## src/rtl/apb_slv_pkg.sv

```systemverilog
// apb_slv_pkg: shared types and parameter helpers for the APB wait-state memory slave.
package apb_slv_pkg;

    // Slave phase tracking. The register follows the bus one phase behind:
    // SETUP is entered on the edge that closes the bus setup cycle.
    typedef enum logic [1:0] {
        IDLE   = 2'd0,
        SETUP  = 2'd1,
        ACCESS = 2'd2
    } state_t;

    // Number of byte-address bits that select a lane inside one data word.
    function automatic int calc_lsb(input int width);
        return (width / 8 > 1) ? $clog2(width / 8) : 0;
    endfunction

    // Number of byte-lane strobes for a given data width.
    function automatic int strb_w(input int width);
        return width / 8;
    endfunction

endpackage

```

## src/rtl/apb_slv_bytemem.sv

```systemverilog
// apb_slv_bytemem: DEPTH x WIDTH storage with per-byte write enables,
// synchronous write and asynchronous (combinational) read. Contents are never reset.
module apb_slv_bytemem
    import apb_slv_pkg::*;
#(
    parameter int WIDTH  = 32,
    parameter int DEPTH  = 128,
    parameter int AW     = 7
) (
    input  logic                     clk,
    input  logic                     we,
    input  logic [strb_w(WIDTH)-1:0] strb,
    input  logic [AW-1:0]            addr,
    input  logic [WIDTH-1:0]         wdata,
    output logic [WIDTH-1:0]         rdata
);

    localparam int STRB_W = strb_w(WIDTH);

    logic [WIDTH-1:0] mem [DEPTH];

    // Byte-lane masked write: only lanes with their strobe set take new data.
    always_ff @(posedge clk) begin
        if (we) begin
            for (int k = 0; k < STRB_W; k++) begin
                if (strb[k]) begin
                    mem[addr][8*k +: 8] <= wdata[8*k +: 8];
                end
            end
        end
    end

    assign rdata = mem[addr];

endmodule

```

## src/rtl/apb_wait_mem_slave.sv

```systemverilog
// apb_wait_mem_slave: parametrised APB memory slave with run-time programmable
// wait states. Holds the phase FSM, the wait counter and the address decode;
// storage lives in apb_slv_bytemem.
// Optional feature: define APB_SLV_ERR_EN to signal Pslverr on out-of-range
// accesses. Without it Pslverr is tied low; out-of-range writes are dropped and
// out-of-range reads return zero in both builds.
module apb_wait_mem_slave
    import apb_slv_pkg::*;
#(
    parameter int WIDTH     = 32,
    parameter int ADD_WIDTH = 10,
    parameter int DEPTH     = 128,
    parameter int WAIT_W    = 4
) (
    input  logic                     Pclk,
    input  logic                     Preset,
    input  logic                     Psel,
    input  logic                     Penable,
    input  logic                     Pwrite,
    input  logic [strb_w(WIDTH)-1:0] Pstrb,
    input  logic [ADD_WIDTH-1:0]     Paddr,
    input  logic [WIDTH-1:0]         Pwdata,
    input  logic [WAIT_W-1:0]        Wait_cfg,
    output logic [WIDTH-1:0]         Prdata,
    output logic                     Pready,
    output logic                     Pslverr
);

    localparam int LSB    = calc_lsb(WIDTH);
    localparam int IDX_W  = ADD_WIDTH - LSB;
    localparam int MEM_AW = (DEPTH > 1) ? $clog2(DEPTH) : 1;
    // One extra bit so that DEPTH == 2**IDX_W is still representable.
    localparam logic [IDX_W:0] DEPTH_EXT = (IDX_W + 1)'(DEPTH);

    state_t              state;
    state_t              next_state;
    logic [WAIT_W-1:0]   cnt;
    logic [IDX_W-1:0]    index;
    logic                in_range;
    logic                pready;
    logic                mem_we;
    logic [MEM_AW-1:0]   mem_addr;
    logic [WIDTH-1:0]    mem_rdata;
    logic                unused_addr;

    // Byte offset bits inside a word carry no meaning for a word-wide slave.
    assign unused_addr = ^Paddr;

    assign index    = Paddr[ADD_WIDTH-1:LSB];
    assign in_range = {1'b0, index} < DEPTH_EXT;
    assign mem_addr = index[MEM_AW-1:0];

    assign pready = (state == ACCESS) && Psel && Penable && (cnt == '0);
    assign mem_we = pready && Pwrite && in_range;

    // Phase state register; an asynchronous reset aborts any transfer in flight.
    always_ff @(posedge Pclk or posedge Preset) begin
        if (Preset) begin
            state <= IDLE;
        end else begin
            state <= next_state;
        end
    end

    // Next phase: Penable in IDLE is ignored, and losing Psel in ACCESS abandons the transfer.
    always_comb begin
        next_state = state;
        unique case (state)
            IDLE: begin
                if (Psel && !Penable) begin
                    next_state = SETUP;
                end
            end
            SETUP: begin
                next_state = ACCESS;
            end
            ACCESS: begin
                if (pready) begin
                    next_state = (Psel && !Penable) ? SETUP : IDLE;
                end else if (!Psel) begin
                    next_state = IDLE;
                end
            end
            default: begin
                next_state = IDLE;
            end
        endcase
    end

    // Wait counter: captures Wait_cfg while in SETUP, then counts down to zero and holds.
    always_ff @(posedge Pclk or posedge Preset) begin
        if (Preset) begin
            cnt <= '0;
        end else if (state == SETUP) begin
            cnt <= Wait_cfg;
        end else if (state == ACCESS && cnt != '0) begin
            cnt <= cnt - 1'b1;
        end
    end

    apb_slv_bytemem #(
        .WIDTH (WIDTH),
        .DEPTH (DEPTH),
        .AW    (MEM_AW)
    ) u_mem (
        .clk   (Pclk),
        .we    (mem_we),
        .strb  (Pstrb),
        .addr  (mem_addr),
        .wdata (Pwdata),
        .rdata (mem_rdata)
    );

    assign Pready = pready;
    assign Prdata = (pready && !Pwrite && in_range) ? mem_rdata : '0;

`ifdef APB_SLV_ERR_EN
    assign Pslverr = pready && !in_range;
`else
    assign Pslverr = 1'b0;
`endif

endmodule

```

## config.mk

```make
export PLATFORM = sky130hd
export DESIGN_NAME = apb_wait_mem_slave
export DESIGN_NICKNAME = d
export VERILOG_FILES = /design/src/rtl/apb_slv_pkg.sv /design/src/rtl/apb_slv_bytemem.sv /design/src/rtl/apb_wait_mem_slave.sv
export SDC_FILE = /design/constraint.sdc
export NUM_CORES = 2
export LEC_CHECK = 0
export BUFFER_PORTS_ARGS = -buffer_cell sky130_fd_sc_hd__buf_2
export CORE_MARGIN = 2
export CORE_UTILIZATION = 60
export CTS_CLUSTER_DIAMETER = 200
export DETAILED_ROUTE_END_ITERATION = 8
export PLACE_DENSITY = 0.76
export SLEW_MARGIN = 10
export SYNTH_ARGS = -nofsm -noshare
export SYNTH_HDL_FRONTEND = slang
export SYNTH_SLANG_ARGS = --single-unit
```

## constraint.sdc

```tcl
create_clock -name Pclk -period 4.5 [get_ports Pclk]
set_clock_uncertainty 0.1 [all_clocks]
set_input_delay 1.125 -clock Pclk [delete_from_list [all_inputs] [get_ports Pclk]]
set_output_delay 1.125 -clock Pclk [all_outputs]
set_load 0.02 [all_outputs]
```

# Word level (Yosys, flattened, before mapping)
# Memories as Yosys holds them, arrays and structs flattened.
# Cells that the tools add are included.
dict set report op_classes {
  n_mul 0
  n_lt_le_gt_ge 1
  bitwise_logic 0
  shift 0
  n_eq_ne 4
  n_mux 20
  n_div 0
  addsub 1
  reduce_logical 16
}
# cell n
set ops {}
lappend ops {{$mux W32} 1}
lappend ops {{$mux W1} 13}
lappend ops {{$logic_and A1 B1 Y1} 9}
lappend ops {{$lt A8 B8 Y1 const B} 1}
lappend ops {{$mux W4} 2}
lappend ops {{$mux W2} 3}
lappend ops {{$pmux W2 S3} 1}
lappend ops {{$logic_not A4 Y1} 1}
lappend ops {{$reduce_bool A4 Y1} 1}
lappend ops {{$sub A4 B1 Y4 const B} 1}
lappend ops {{$ne A3 B3 Y1 const B} 1}
lappend ops {{$eq A2 B1 Y1 const B} 1}
lappend ops {{$eq A2 B2 Y1 const B} 1}
lappend ops {{$logic_not A1 Y1} 2}
lappend ops {{$logic_not A2 Y1} 1}
lappend ops {{$ne A2 B2 Y1 const B} 1}
lappend ops {{$reduce_and A2 Y1} 1}
lappend ops {{$reduce_bool A2 Y1} 1}
dict set report word_totals {
  output_inout_bits 34
  mem_bits_rw 4096
  latch_bits 0
  memories 1
  rom_bits 0
  ff_bits 6
}
# memory words width read_ports rd_clocked_by_memory_dff wr line_no
set mem_list {}
lappend mem_list {u_mem.mem 128 32 1 0 1 apb_slv_bytemem.sv:20} ;# logic [WIDTH-1:0] mem [DEPTH];

# Logic depth before layout (Yosys ltp)
dict set report logic_depth {
  ltp_word 8
  ltp_mapped 9
}

# Modules after synthesis
# Synthesis repeated with hierarchy kept, for this count alone.
dict set report hier_totals {
  hier_cells 9657
  hier_area_um2 158970.0
}
# mod n_inst area_per_inst_um2 cells_each
set by_module_without_submodules {}
lappend by_module_without_submodules {apb_slv_bytemem 1 158046.6 9568}
lappend by_module_without_submodules {apb_wait_mem_slave 1 923.4 89}

# Worst setup path after synthesis
# Ideal clock, no wire load.
dict set report synth_timing {
  path_type {input -> output}
  start {input Paddr[2]}
  end {output Prdata[22]}
  path_slack_ns 0.472
  arrival_ns 2.803
  path_stages 8
  required_ns 3.275
  path_buffers 3
  path_cell_list {buf_6 clkbuf_1 buf_2 mux2i_1 o22ai_1 o21ai_0 a41oi_1 o41a_1}
}
dict set report synth_via {
  elab_chain_len 3
}
# element line_no
set synth_rtl {}
lappend synth_rtl {{start, declared} apb_wait_mem_slave.sv:21} ;# input logic [ADD_WIDTH-1:0] Paddr,
lappend synth_rtl {{parallel branches: the longest is 2 deep, another holds $mem_v2 Z128 W32} --}
lappend synth_rtl {{$mux W32 (*)} apb_wait_mem_slave.sv:115} ;# assign Prdata = (pready && !Pwrite && in_range) ? mem_rdata : '0;
lappend synth_rtl {{end, declared} apb_wait_mem_slave.sv:24} ;# output logic [WIDTH-1:0] Prdata,
# Mark *: on every way between the ends.

# Worst setup path after layout
dict set report layout_timing {
  start {input Paddr[2]}
  end {output Prdata[5]}
}
# Same word-level chain as after synthesis.

==> flow_summary.json <==
{
  "grt_overflow": 0,
  "fin_nets": 10500,
  "synth.distinct_cells": 35,
  "power_density_mw_per_mm2": 415,
  "peakVddDrop_v": 0.000393,
  "grt_pass1_vias": 92800,
  "yosysWarnings": 0,
  "endpoint_kind": "primary output",
  "instances_no_fill": 14400,
  "worst-r2r-cell-count": 9,
  "layout_common_cells": "edfxtp_1, mux2i_1, buf_4",
  "cp.required_ps": 3270,
  "clock_path_buffers": 4,
  "cap_violations": 0,
  "area_growth_syn_to_layout_pct": 19.8,
  "drive_above_1_share_pct": 21.7,
  "core-area_mm2": 0.265,
  "clkSinkCount": 4102,
  "holdWs_ps": 269,
  "critical_path_class": "in -> out",
  "dr.pass1.iters": 9,
  "synth_seq_cells": 4102,
  "hp-start": "Penable",
  "grtUsageTotal_pct": 32.8,
  "relSlewSlack_pct": 21.1,
  "die_h_um": 520,
  "tightest_slew_ps": 1180,
  "fin_area_mm2": 0.191,
  "placed_area_mm2": 0.174,
  "grt_pass1_wl_mm": 640,
  "hp-class": "in -> reg",
  "wl_per_cell_um": 31.9,
  "io_pins": 89,
  "syn_area_mm2": 0.160,
  "slew_violations": 0,
  "cts_buffers": 393,
  "seq_area_frac_synth_pct": 77.2,
  "via_per_inst": 6.62,
  "max_freq_mhz": 198,
  "crit_arrival_ps": 3840,
  "routed-via-count": 95100,
  "synthFlopType": "edfxtp_1",
  "drc": 1,
  "path_clk_slew_ps": 60,
  "whs_endpoint": "state[0]",
  "failed_checks": "DRC, setup timing",
  "synth_nets": 9218,
  "die_w_um": 520,
  "fin_ws_ps": -562,
  "cts-root-buf": "clkbuf_16",
  "dieArea_mm2": 0.270,
  "n_fill_cell": 15000,
  "dpl.hpwl_mm": 287,
  "final_common_cell": "edfxtp_1",
  "status": "finished with violations",
  "grt_max_degree": 129,
  "drtIter0Drc": 14500,
  "start_util_pct": 60.2,
  "start_kind": "input port",
  "port_buffers": 85,
  "clock_latency_ps": 920,
  "synth_area_per_cell_um2": 17.4,
  "antenna_found_initial": 34,
  "row_count": 189,
  "grt_setup_unrepaired": "true",
  "cp_max_fo": 15,
  "hold_viol": 0,
  "fin_util_pct": 72.2,
  "r2r-end": "u_mem.mem[85][15]",
  "dp_cells": 13500,
  "leakage_nw": 66.5,
  "gp_congestion": 0.952,
  "final.min_clock_period_ps": 5060,
  "setup_violations": 32,
  "ys_async_sr_fraction_pct": 0.146,
  "whs_path_depth": 2,
  "cts_tree": "done",
  "pre_cts_ws_ps": -901,
  "period_share_pct": 112,
  "r2r_slack_ps": 690,
  "r2r-start": "cnt[0]",
  "synth-edff-count": 4096,
  "postSynthCellCount": 9162,
  "antenna_left": 0,
  "finalWirelength_mm": 458,
  "htree_levels": 5
}
-- worst max-delay path by stage --
| stage | start | endpoint | slack [ps] | depth (start not counted) |
|---|---|---|---|---|
| floorplan | Paddr[2] | Prdata[22] | 470 | 8 |
| global placement | Paddr[2] | Prdata[0] | -880 | 12 |
| detailed placement | Paddr[2] | Prdata[0] | -900 | 12 |
| CTS | Paddr[2] | Prdata[3] | -430 | 13 |
| global route | Paddr[2] | Prdata[5] | -560 | 12 |
| finish | Paddr[2] | Prdata[5] | -560 | 12 |
-- metal layers --
| layer | GRT usage [%] | wire length (um) | up-vias |
|---|---|---|---|
| met1 | 42.9 | 160000 | 47800 |
| met2 | 50.2 | 211000 | 6666 |
| met3 | 7.92 | 55200 | 1154 |
| met5 | 0 | 110 | - |
| met4 | 20.1 | 31700 | 16 |
| li1 | - | - | 39500 |
-- flip-flops by register name (all words and copies together), names as in the netlist --
signal	cells
cnt	4
state	2
u_mem.mem	4096
-- power by group --
group / total (mW) / internal (mW) / leakage [nW] / switching [mW]
clock: 32.7 / 18.5 / 6.14 / 14.2
sequential: 42.1 / 42.0 / 36.9 / 0.0283
combinational: 4.58 / 1.78 / 23.5 / 2.80
-- critical path, cell delays in order --
cell	delay [ps]
buf_16	140
buf_16	200
buf_16	190
buf_16	150
bufbuf_16	320
mux2i_1	190
o22ai_1	100
o21ai_1	350
a41oi_2	220
buf_6	190
o41a_1	430
buf_6	160
-- through the flow --
step                power (mW)  setup TNS (ps)
floorplan                 44.7               0
global placement          46.7          -16910
detailed placement        46.8          -18330
CTS                       79.1          -11700
global route              81.0          -13980
finish                    79.3          -13520
-- final cells by class --
type	count	area, um^2	area share [%]
Tap cell	3533	4420	2.31
Clock buffer	472	10200	5.34
Multi-Input combinational cell	4459	35400	18.5
Antenna cell	30	75.1	0.0393
Sequential cell	4102	123000	64.4
Timing Repair Buffer	1525	15500	8.12
Inverter	5	18.8	0.00982
Clock inverter	234	2410	1.26
-- repair_timing --
action / 4_1_cts / 5_1_grt
pin swaps: 82 / 108
gates resized for setup: 381 / 304
endpoints found under the setup margin: 32 / 32
hold buffers: 1 / 0
endpoints found under the hold margin: 6 / 0
buffers inserted: 54 / 36
cloned: 32 / 10
-- cell families (layout without fill, tap and decap cells) --
group	Yosys count	count (layout)	share of synthesized area, %
DFF	4102	4102	77.2
muxes	2052	2052	12.9
AOI/OAI and AO/OA	1704	1704	6.58
and+or+nand+nor	700	700	1.69
buffers and inverters	601	2236	1.67
adders and majority gates	1	1	0.00784
other	1	31	0.00235
xor gates and xnor gates	1	1	0.00549
-- cells in the mapped netlist, types with 4 or more instances --
| cell type | n | area share, % |
|---|---|---|
| inv_1 | 4 | 0.0094 |
| o41a_1 | 32 | 0.23 |
| nor3b_1 | 4 | 0.019 |
| mux2i_1 | 2051 | 13 |
| clkbuf_1 | 256 | 0.60 |
| a21oi_1 | 4 | 0.013 |
| buf_1 | 43 | 0.10 |
| o22ai_1 | 1024 | 4.0 |
| buf_2 | 284 | 0.89 |
| o21ai_1 | 116 | 0.36 |
| a41oi_1 | 128 | 0.70 |
| nand2b_1 | 8 | 0.031 |
| buf_4 | 11 | 0.052 |
| nor2_1 | 537 | 1.3 |
| o21ai_0 | 398 | 1.2 |
| edfxtp_1 | 4096 | 77 |
| dfrtp_1 | 6 | 0.094 |
| nand2_1 | 136 | 0.32 |
Note: power is estimated with default switching activity, not from simulation.
